File: src/rtl/fighter_pkg.sv
// Shared fighter definitions: action state encoding, counter width and
// default frame counts used by the action FSM, renderer and game logic.
package fighter_pkg;

    localparam int unsigned CNT_W               = 5;
    localparam int unsigned DEF_PUNCH_FRAMES    = 8;
    localparam int unsigned DEF_KICK_FRAMES     = 12;
    localparam int unsigned DEF_COOLDOWN_FRAMES = 4;

    typedef enum logic [2:0] {
        ST_IDLE      = 3'd0,
        ST_MOVE_FWD  = 3'd1,
        ST_MOVE_BACK = 3'd2,
        ST_PUNCH     = 3'd3,
        ST_KICK      = 3'd4,
        ST_COOLDOWN  = 3'd5
    } action_state_t;

endpackage

File: src/rtl/tick_edge_detect.sv
// Rising-edge detector sampled only on frame ticks.
//   clk, rst_n : clock and async active-low reset
//   tick       : sample enable (one pulse per frame)
//   din        : level input
//   rise_c     : combinational; high when din is 1 now and was 0 at the last tick
module tick_edge_detect (
    input  logic clk,
    input  logic rst_n,
    input  logic tick,
    input  logic din,
    output logic rise_c
);

    logic prev;

    // Previous-tick sample
    always_ff @(posedge clk or negedge rst_n) begin
        if (!rst_n) begin
            prev <= 1'b0;
        end else if (tick) begin
            prev <= din;
        end
    end

    assign rise_c = din & ~prev;

endmodule

File: src/rtl/player_action_fsm.sv
// Per-player action FSM: turns button levels into one-hot move/attack
// outputs for the sprite renderer, advancing once per video frame.
//   clk_65mhz, rst_n          : pixel clock, async active-low reset
//   frame_tick                : one-cycle pulse per frame; only cycle decisions happen
//   btn_punch/kick/fwd/back   : synchronized button levels
//   punch/kick/forwards/backwards : registered move outputs (at most one high)
//   busy                      : registered, high during attack and cooldown
module player_action_fsm
    import fighter_pkg::*;
#(
    parameter int unsigned PUNCH_FRAMES    = DEF_PUNCH_FRAMES,
    parameter int unsigned KICK_FRAMES     = DEF_KICK_FRAMES,
    parameter int unsigned COOLDOWN_FRAMES = DEF_COOLDOWN_FRAMES
) (
    input  logic clk_65mhz,
    input  logic rst_n,
    input  logic frame_tick,
    input  logic btn_punch,
    input  logic btn_kick,
    input  logic btn_fwd,
    input  logic btn_back,
    output logic punch,
    output logic kick,
    output logic forwards,
    output logic backwards,
    output logic busy
);

    localparam logic [CNT_W-1:0] PUNCH_LOAD = CNT_W'(PUNCH_FRAMES - 1);
    localparam logic [CNT_W-1:0] KICK_LOAD  = CNT_W'(KICK_FRAMES - 1);
    localparam bit               HAS_COOL   = (COOLDOWN_FRAMES != 0);
    localparam logic [CNT_W-1:0] COOL_LOAD  = HAS_COOL ? CNT_W'(COOLDOWN_FRAMES - 1) : '0;

    action_state_t    state, state_nxt;
    logic [CNT_W-1:0] cnt, cnt_nxt;
    logic             punch_rise_c, kick_rise_c;

    tick_edge_detect u_punch_edge (
        .clk    (clk_65mhz),
        .rst_n  (rst_n),
        .tick   (frame_tick),
        .din    (btn_punch),
        .rise_c (punch_rise_c)
    );

    tick_edge_detect u_kick_edge (
        .clk    (clk_65mhz),
        .rst_n  (rst_n),
        .tick   (frame_tick),
        .din    (btn_kick),
        .rise_c (kick_rise_c)
    );

    // Next-state and frame counter
    always_comb begin
        state_nxt = state;
        cnt_nxt   = cnt;
        case (state)
            ST_IDLE, ST_MOVE_FWD, ST_MOVE_BACK: begin
                cnt_nxt = '0;
                if (punch_rise_c) begin
                    state_nxt = ST_PUNCH;
                    cnt_nxt   = PUNCH_LOAD;
                end else if (kick_rise_c) begin
                    state_nxt = ST_KICK;
                    cnt_nxt   = KICK_LOAD;
                end else if (btn_fwd && !btn_back) begin
                    state_nxt = ST_MOVE_FWD;
                end else if (btn_back && !btn_fwd) begin
                    state_nxt = ST_MOVE_BACK;
                end else begin
                    state_nxt = ST_IDLE;
                end
            end
            ST_PUNCH, ST_KICK: begin
                if (cnt != '0) begin
                    cnt_nxt = cnt - CNT_W'(1);
                end else if (HAS_COOL) begin
                    state_nxt = ST_COOLDOWN;
                    cnt_nxt   = COOL_LOAD;
                end else begin
                    state_nxt = ST_IDLE;
                    cnt_nxt   = '0;
                end
            end
            ST_COOLDOWN: begin
                if (cnt != '0) begin
                    cnt_nxt = cnt - CNT_W'(1);
                end else begin
                    state_nxt = ST_IDLE;
                end
            end
            default: begin
                state_nxt = ST_IDLE;
                cnt_nxt   = '0;
            end
        endcase
    end

    // State, counter and output registers; outputs load the decode of the
    // next state so they always match the state register.
    always_ff @(posedge clk_65mhz or negedge rst_n) begin
        if (!rst_n) begin
            state     <= ST_IDLE;
            cnt       <= '0;
            punch     <= 1'b0;
            kick      <= 1'b0;
            forwards  <= 1'b0;
            backwards <= 1'b0;
            busy      <= 1'b0;
        end else if (frame_tick) begin
            state     <= state_nxt;
            cnt       <= cnt_nxt;
            punch     <= (state_nxt == ST_PUNCH);
            kick      <= (state_nxt == ST_KICK);
            forwards  <= (state_nxt == ST_MOVE_FWD);
            backwards <= (state_nxt == ST_MOVE_BACK);
            busy      <= (state_nxt == ST_PUNCH) || (state_nxt == ST_KICK)
                      || (state_nxt == ST_COOLDOWN);
        end
    end

endmodule

File: config.mk
export PLATFORM = sky130hd
export DESIGN_NAME = player_action_fsm
export DESIGN_NICKNAME = d
export VERILOG_FILES = /design/src/rtl/fighter_pkg.sv /design/src/rtl/tick_edge_detect.sv /design/src/rtl/player_action_fsm.sv
export SDC_FILE = /design/constraint.sdc
export NUM_CORES = 1
export LEC_CHECK = 0
export CORE_MARGIN = 10
export CORE_UTILIZATION = 57
export CTS_CLUSTER_DIAMETER = 150
export DETAILED_ROUTE_END_ITERATION = 10
export PLACE_DENSITY = 0.82
export SLEW_MARGIN = 20
export SYNTH_ARGS = -nofsm -noshare
export SYNTH_HDL_FRONTEND = slang
export SYNTH_SLANG_ARGS = --single-unit
File: constraint.sdc
create_clock -name clk_65mhz -period 5.9 [get_ports clk_65mhz]
set_input_delay 1.18 -clock clk_65mhz [delete_from_list [all_inputs] [get_ports clk_65mhz]]
set_output_delay 1.18 -clock clk_65mhz [all_outputs]
set_load 0.01 [all_outputs]
==> results by group, run 1 <==
Setup path
  • Setup CP Type: in2reg
  • CP peak stage delay: approximately 950 ps
  • WP buf/inv: 1
  • Cell Chain, Critical Path: clkdlybuf4s50_1 -> nor2b_1 -> a31oi_1 -> or4b_1 -> nand2_1
  • CP arrival: around 3200 ps
  • Slowest-stage cell, CP: clkdlybuf4s50_1
  • Crit path launch type: primary input
  • Kind of cell adding the most delay to the critical path: buffers and inverters
  • CP Data Required Time: 6140 ps
  • Crit. End Element: register
  • Critical Path Fanout Max: 25

Logic synthesis
  • Ranking of synthesized cells by area: dfrtp_1, mux2_2, o21ai_0
  • Seq/Total Area, Yosys: about two fifths
  • Yosys top cell area share: approximately two fifths
  • Post-synth net total: 110
  • Cells after synthesis: between 100 and 150
  • Synth unique cells: 37
  • Fraction of registers with async set/reset: 100%
  • Synth Cell Area: just over 900 um^2
  • Most used DFF post-synth: dfrtp_1
  • Syn Area/Cell: 9.04 um^2
  • Yosys warning count: 0
  • Post-synth EDFFs: 0
  • Seq cells post-synth: 15
  • Synth area leader: dfrtp_1

Clock network
  • Skew-Pair Late Insertion Delay: 290 ps
  • Post-CTS sizing: 0
  • CTS Buffer Depth: 2
  • Total CTS buffers: 3
  • TritonCTS clock tree: yes
  • Setup repair bufs after CTS: 0
  • Root Buffer: clkbuf_4
  • CTS Hold Bufs: 0
  • Clock Sinks: 15
  • Clock-pin slew on the worst setup and hold paths: 100 ps
  • H-tree lvl count: 1

Outcome
  • Status: complete, no violations

Power and ir drop
  • Clk pwr share: about an eighth
  • Leakage: ~0.43 nW
  • Switching pwr: about 0.23 mW
  • Sw frac: between 40% and 50%
  • Power Internal: around 0.3 mW
  • PD cells: just under 500 nW/um^2
  • Part of the power in registers: between 30% and 40%
  • Worst VDD drop: 0.231 mV
  • Pwr Total: 0.523 mW
  • Combinational power share: between 50% and 60%

Placed design
  • Worst slack, placed: about 2700 ps
  • Buffers added on ports: 11
  • Placed Cells incl. Taps: approximately 120
  • Area after DPL: 1030 um^2
  • Hpwl dp: approximately 1.5 mm
  • GP Congestion: slightly below 0.9

Detailed routing
  • Met2 Routed Length: about 950 um
  • Top layer in use: met4
  • Drt drc: 0
  • Avg Vias per Cell: 6.39
  • Routed Antenna Nets: 0
  • DR vias: around 810
  • DR iter-0 viols: 56
  • Routed WL: ~2.0 mm
  • M1 WL: roughly 900 um
  • Drt pass-1 iters: 4
  • Met3 wire length: 153 um
  • Wire per inst: around 16 um

Layout
  • # diodes: 0
  • Layout area overhead: 14.2%
  • Nets: 120
  • Final Instance Area: about 1100 um^2
  • Final std cells w/o fill: around 130
  • Share of cells above drive strength 1: between 10% and 20%
  • Final core occ: between 60 and 70%

Global route
  • Global-route wire length before repair: about 3.3 mm
  • Gr ovfl total: 0
  • Tot GR Track Use: between 10% and 20%
  • Initial antenna violation count: 0
  • Number of global-route vias before repair: 740
  • Pin count of the biggest net entering global routing: 26

Die
  • Cell Rows: 14
  • Die area: between 3000 and 4000 um^2
  • Initial Utilization: just over 60%
  • Die Ht: 60.2 um
  • # IOs: 12
  • Core area: 1520 um^2
  • Die X: roughly 60 um

Timing
  • RSZ-0062 raised after global routing: false
  • Endpoints failing hold: 0
  • Final Slew Violations: 0
  • Final period util: roughly half
  • Slew HR: 45.8%
  • Clock Skew: roughly 2.4 ps
  • Fin worst setup slack: between 2000 and 3000 ps
  • Final setup vio count: 0
  • Worst slew pin tran: 802 ps
  • Post-route minimum period: between 2000 and 3000 ps
  • Hold Slack: between 500 and 600 ps
  • Setup TNS: 0 ps
  • Max Freq: about 340 MHz

Min path
  • Min-delay worst type: reg2reg

Flow run
  • Max-Cap Viols: 0
## sequential cells by signal (all words and copies together) (netlist names)
signal	cells
cnt	5
state	3
backwards	1
busy	1
forwards	1
kick	1
punch	1
u_kick_edge.prev	1
u_punch_edge.prev	1
## per-layer routing
metal	vias up	global-route usage, %
met5	-	0
met4	0	6.73
met3	9	3.39
met2	39	18.4
met1	377	14.6
li1	387	-
## final cells by class
| class | instances | area [um^2] |
|---|---|---|
| Inverter | 7 | 26.3 |
| Clock buffer | 3 | 22.5 |
| Clock inverter | 1 | 5.00 |
| Tap cell | 16 | 20.0 |
| Multi-Input combinational cell | 74 | 494 |
| Sequential cell | 15 | 375 |
| Fill cell | 123 | 470 |
| Timing Repair Buffer | 11 | 110 |
## worst paths after layout
| path | start | slack, ps | to | cells past startpoint |
|---|---|---|---|---|
| min | u_kick_edge.prev | 510 | u_kick_edge.prev | 1 |
| max | frame_tick | 2940 | cnt[2] | 5 |
| min in group asynchronous | rst_n | 1290 | cnt[1] | 1 |
| max reg2reg | cnt[0] | 3640 | forwards | 7 |
| min reg2reg | u_kick_edge.prev | 510 | u_kick_edge.prev | 1 |
| max in group asynchronous | rst_n | 4180 | state[1] | 1 |
## layout by cell type, fill, tap and decap left out, types with 2 or more instances in the layout
cell,instances
or4b_1,2
o21ai_0,8
nand3b_1,2
inv_1,7
a21oi_1,3
clkbuf_4,3
nand3_1,4
a221oi_1,2
nand2_1,6
nor3_1,4
nand2b_1,4
dfrtp_1,15
o21a_1,2
mux2_2,5
clkdlybuf4s50_1,11
nor2_1,5
a31oi_1,3
nor2b_1,5
## cell usage after synthesis (2+ instances only)
library cell and count:
nor3_1 4, clkbuf_1 3, nand2_1 6, dfrtp_1 15, o21ai_0 8, or4b_1 2
nor2_1 5, nand3_1 4, nand3b_1 2, nand2b_1 4, a31oi_1 3, nor2b_1 5
a21oi_1 3, mux2_2 5, buf_2 3, inv_1 7, o21a_1 2, a221oi_1 2
## logic make-up after synthesis
kind of cell    share of synthesized area, %
simple gates                            24.8
compound gates                          20.4
flops                                   40.7
buf+inv                                 5.70
mux                                     6.11
xor+xnor                               0.950
fa+ha+maj                               1.36
## power groups by stage
stage               Combinational [mW]  Clock [mW]  Sequential [mW]
finish                           0.266      0.0615            0.195
detailed placement               0.262           0            0.195
global route                     0.296      0.0673            0.203
CTS                              0.266      0.0624            0.194
global placement                 0.254           0            0.194
floorplan                        0.207           0            0.173
Power figures use the tool's default switching activity.
==> run 2, diff against run 1 <==
CORE_UTILIZATION = 48   (was 57)
PLACE_DENSITY = 0.74   (was 0.82)
clock period = 2.61 ns   (was 5.9 ns; I/O delays follow)
==> results by group, run 2 (synthesized netlist as in run 1, its figures left out) <==
Outcome
  • Status: complete, no violations

Die
  • Die area: roughly 4100 um^2
  • Cell Rows: 15
  • Core area: around 1800 um^2
  • # IOs: 12
  • Die X: between 60 and 70 um
  • Die Ht: between 60 and 70 um
  • Initial Utilization: 51.7%

Layout
  • Commonest cells after routing, fill and taps aside: dfrtp_1, clkdlybuf4s50_1, o21ai_0
  • Layout area overhead: 16.1%
  • Nets: approximately 120
  • Largest registers: cnt x5, state x3
  • Final core occ: roughly 60%
  • Most flop-heavy register: cnt
  • Share of cells above drive strength 1: 10.7%
  • Final Instance Area: ~1100 um^2
  • Most common cell after layout, fill and taps aside: dfrtp_1
  • Final std cells w/o fill: around 140
  • Max reg flops: 5
  • # diodes: 0

Power and ir drop
  • Pwr Total: 1.17 mW
  • Leakage: roughly 0.43 nW
  • PD cells: approximately 1100 nW/um^2
  • Worst VDD drop: roughly 0.66 mV

Placed design
  • Buffers added on ports: 11
  • Hpwl dp: about 1.5 mm
  • Placed Cells incl. Taps: roughly 130
  • Worst slack, placed: ~500 ps
  • Area after DPL: around 1000 um^2
  • GP Congestion: 0.896

Min path
  • Min-delay worst type: reg2reg
  • HP Start: u_kick_edge.prev
  • Hold path cells: 1
  • Hold path endpoint: u_kick_edge.prev

Detailed routing
  • Routed Antenna Nets: 0
  • M1 WL: 971 um
  • Top layer in use: met4
  • Wire per inst: about 15 um
  • Drt pass-1 iters: 4
  • Met3 wire length: 108 um
  • Drt drc: 0
  • Routed WL: just over 2 mm
  • DR vias: 801
  • Avg Vias per Cell: 5.85
  • Met2 Routed Length: approximately 880 um
  • DR iter-0 viols: 30

Setup path
  • Reg-to-Reg End: forwards
  • Reg-to-reg setup timing slack: 440 ps
  • Cell Chain, Critical Path: inv_1 -> ha_1 -> or4b_1 -> xnor2_1 -> a2bb2oi_1 -> nand3b_1 -> o21ai_0
  • Crit path launch type: register
  • CP Data Required Time: 2780 ps
  • CP peak stage delay: between 500 and 600 ps
  • Setup CP Type: reg2reg
  • Crit. End Element: register
  • Worst r2r src: cnt[0]
  • CP arrival: between 2000 and 2500 ps
  • Reg2reg path depth: 7
  • Slowest-stage cell, CP: or4b_1
  • Critical Path Fanout Max: 5

Clock network
  • Clock Sinks: 15
  • CTS Buffer Depth: 2
  • TritonCTS clock tree: yes
  • CTS Hold Bufs: 0
  • Setup repair bufs after CTS: 0
  • Post-CTS sizing: 0
  • Root Buffer: clkbuf_4
  • Total CTS buffers: 3
  • Clock-pin slew on the worst setup and hold paths: 90 ps
  • H-tree lvl count: 1
  • Skew-Pair Late Insertion Delay: 290 ps

Timing
  • Final Slew Violations: 0
  • Endpoints failing hold: 0
  • Setup TNS: 0 ps
  • Max Freq: about 460 MHz
  • Hold Slack: roughly 500 ps
  • Slew HR: roughly 52%
  • Final period util: between 80% and 90%
  • Post-route minimum period: approximately 2200 ps
  • Clock Skew: approximately 4.5 ps
  • Worst slew pin tran: slightly above 700 ps
  • Final setup vio count: 0
  • Fin worst setup slack: roughly 440 ps
  • RSZ-0062 raised after global routing: false

Global route
  • Global-route wire length before repair: approximately 3.7 mm
  • Gr ovfl total: 0
  • Number of global-route vias before repair: between 700 and 800
  • Pin count of the biggest net entering global routing: 20
  • Initial antenna violation count: 0
  • Tot GR Track Use: between 10% and 20%

Flow run
  • Max-Cap Viols: 0
## run 2: layer usage
layer | up-vias | global-route usage (%)
met5 | - | 0
met4 | 0 | 5.74
met3 | 7 | 2.96
met2 | 24 | 15.4
met1 | 380 | 14.7
li1 | 390 | -
## run 2: worst max-delay path by stage
stage / from / slack [ps] / cells after the start / endpoint
after global routing: cnt[0] / 240 / 7 / kick
after global placement: frame_tick / 490 / 5 / cnt[2]
after detailed placement: frame_tick / 500 / 5 / cnt[2]
after floorplan: cnt[0] / 720 / 8 / forwards
final: cnt[0] / 440 / 7 / forwards
after CTS: cnt[0] / 460 / 7 / forwards
## run 2: area by class of cell
class / instances / area (um^2)
fillers: 172 / 712
multi-input cells: 74 / 494
flip-flops and latches: 15 / 375
repair buffers: 12 / 118
well taps: 25 / 31.3
clock buffers: 4 / 26.3
inverters: 7 / 26.3
## run 2: critical path: cells and delay by family, from the launching register on
kind	cells	cell delay (ps)
AOI/OAI and AO/OA	2	400
xor gates and xnor gates	1	180
adders and majority gates	1	220
buffers and inverters	1	90
DFF	1	420
and+or+nand+nor	2	740
## run 2: report_power, final
group / leakage [nW] / internal [mW] / switching, mW / total, mW
Combinational: 0.227 / 0.294 / 0.301 / 0.595
Sequential: 0.188 / 0.320 / 0.119 / 0.439
Clock: 0.0150 / 0.0595 / 0.0759 / 0.135
Total: 0.430 / 0.673 / 0.495 / 1.17
==> run 3, diff against run 2 <==
clock period = 1.75 ns   (was 2.61 ns; I/O delays follow)
==> results by group, run 3 (synthesized netlist as in run 1, its figures left out) <==
Die
  • Cell Rows: 15
  • Die X: about 64 um
  • Die area: 4070 um^2
  • Initial Utilization: about half
  • Die Ht: ~64 um
  • Core area: 1780 um^2
  • # IOs: 12

Timing
  • Slew HR: between 60% and 70%
  • Final Slew Violations: 0
  • RSZ-0062 raised after global routing: true
  • Worst slew pin tran: between 400 and 500 ps
  • Max Freq: 564 MHz
  • Final period util: 101%
  • Post-route minimum period: 1770 ps
  • Endpoints failing hold: 0
  • Fin worst setup slack: -22.1 ps
  • Setup TNS: -46.6 ps
  • Hold Slack: ~370 ps
  • Final setup vio count: 4
  • Clock Skew: around 1.1 ps

Setup path
  • Number of cells on the critical path: 7
  • Kind of cell adding the most delay to the critical path: simple AND/OR/NAND/NOR gates
  • Reg2reg path depth: 7
  • CP arrival: 1950 ps
  • Cell Chain, Critical Path: inv_2 -> ha_4 -> or4b_4 -> xnor2_2 -> a2bb2oi_2 -> nand3b_1 -> o21ai_1
  • Crit path launch type: register
  • Critical Path Fanout Max: 5
  • Setup CP Type: reg2reg
  • Crit. End Element: register
  • WP buf/inv: 1
  • Slowest-stage cell, CP: or4b_4
  • CP peak stage delay: approximately 520 ps
  • CP Data Required Time: ~1900 ps

Clock network
  • Total CTS buffers: 3
  • Clock-pin slew on the worst setup and hold paths: roughly 90 ps
  • H-tree lvl count: 1
  • Skew-Pair Late Insertion Delay: slightly below 300 ps
  • CTS Buffer Depth: 2
  • Clock Sinks: 15
  • TritonCTS clock tree: yes
  • CTS Hold Bufs: 0
  • Root Buffer: clkbuf_4

Placed design
  • GP Congestion: slightly below 0.9
  • Area after DPL: around 1200 um^2
  • Hpwl dp: approximately 1.7 mm
  • Placed Cells incl. Taps: 150
  • Buffers added on ports: 11

Detailed routing
  • M1 WL: roughly 1.1 mm
  • Drt drc: 0
  • Met3 wire length: roughly 90 um
  • Met2 Routed Length: roughly 1.1 mm
  • Drt pass-1 iters: 4
  • Top layer in use: met4
  • DR vias: between 800 and 900
  • Wire per inst: roughly 15 um
  • Avg Vias per Cell: roughly 5.7
  • Routed Antenna Nets: 0
  • Routed WL: around 2.3 mm
  • DR iter-0 viols: 33

Layout
  • Max reg flops: 5
  • Final std cells w/o fill: ~160
  • Most common cell after layout, fill and taps aside: buf_4
  • FILL cells: roughly 150
  • Final Instance Area: between 1000 and 1500 um^2
  • Multi-input gate area: roughly 550 um^2
  • Most flop-heavy register: cnt
  • Largest registers: cnt x5, state x3
  • Share of cells above drive strength 1: 30.8%
  • Final core occ: between 70 and 80%
  • # diodes: 0
  • Nets: between 100 and 150
  • Commonest cells after routing, fill and taps aside: buf_4, dfrtp_1, clkdlybuf4s50_1
  • Register area: between 300 and 400 um^2
  • Layout area overhead: 37.0%

Power and ir drop
  • Leakage: 0.536 nW
  • Worst VDD drop: between 1 and 1.5 mV
  • PD cells: 1680 nW/um^2

Global route
  • Number of global-route vias before repair: slightly below 900
  • Global-route wire length before repair: around 3.9 mm
  • Gr ovfl total: 0
  • Initial antenna violation count: 0
  • Pin count of the biggest net entering global routing: 20
  • Tot GR Track Use: a little under an eighth

Outcome
  • Failing checks: setup timing
  • Status: finished, violations left

Flow run
  • Max-Cap Viols: 0

Min path
  • Min-delay worst type: in2async
-- run 3: cell types whose count changed in the layout (fill, tap and decap cells not counted), sizes merged --
cell  change
buf      +18
-- run 3: layout make-up --
cell class,instances,area share [%]
inverter,7,2.08
tap,25,2.48
clock buffer,4,2.08
sequential,15,29.7
timing repair buffer,30,20.0
multi-input combinational,74,43.7
-- run 3: routing by layer --
metal	vias to the layer above	global-route usage, %
met5	-	0
met4	0	5.46
met3	7	2.96
met2	25	18.8
met1	421	14.0
li1	427	-
-- run 3: worst paths after layout --
check                      slack (ps)             start               end
max                               -20            cnt[0]          forwards
min                               370             rst_n            cnt[0]
max reg2reg                       -20            cnt[0]          forwards
min reg2reg                       510  u_kick_edge.prev  u_kick_edge.prev
max in group asynchronous        1200             rst_n         backwards
min in group clk_65mhz            510  u_kick_edge.prev  u_kick_edge.prev
-- run 3: per-stage QoR --
step | power, mW | setup WS [ps]
floorplan | 1.37 | -18.1
global placement | 1.78 | -105
detailed placement | 1.81 | -90.3
CTS | 2.05 | -19.2
global route | 2.28 | -90.5
finish | 2.12 | -22.1
-- run 3: what timing repair did --
| action | 4_1_cts | 5_1_grt |
|---|---|---|
| gates cloned | 0 | 0 |
| pin swaps | 2 | 1 |
| endpoints found under the setup margin | 5 | 10 |
| hold endpoints to repair | 0 | 0 |
| resized for setup | 2 | 4 |
| setup buffers | 0 | 2 |
-- run 3: power breakdown --
group	switching (mW)	leakage, nW	internal, mW
registers	0.154	0.188	0.477
clock network	0.115	0.0150	0.0887
logic	0.591	0.332	0.691
total	0.861	0.536	1.26
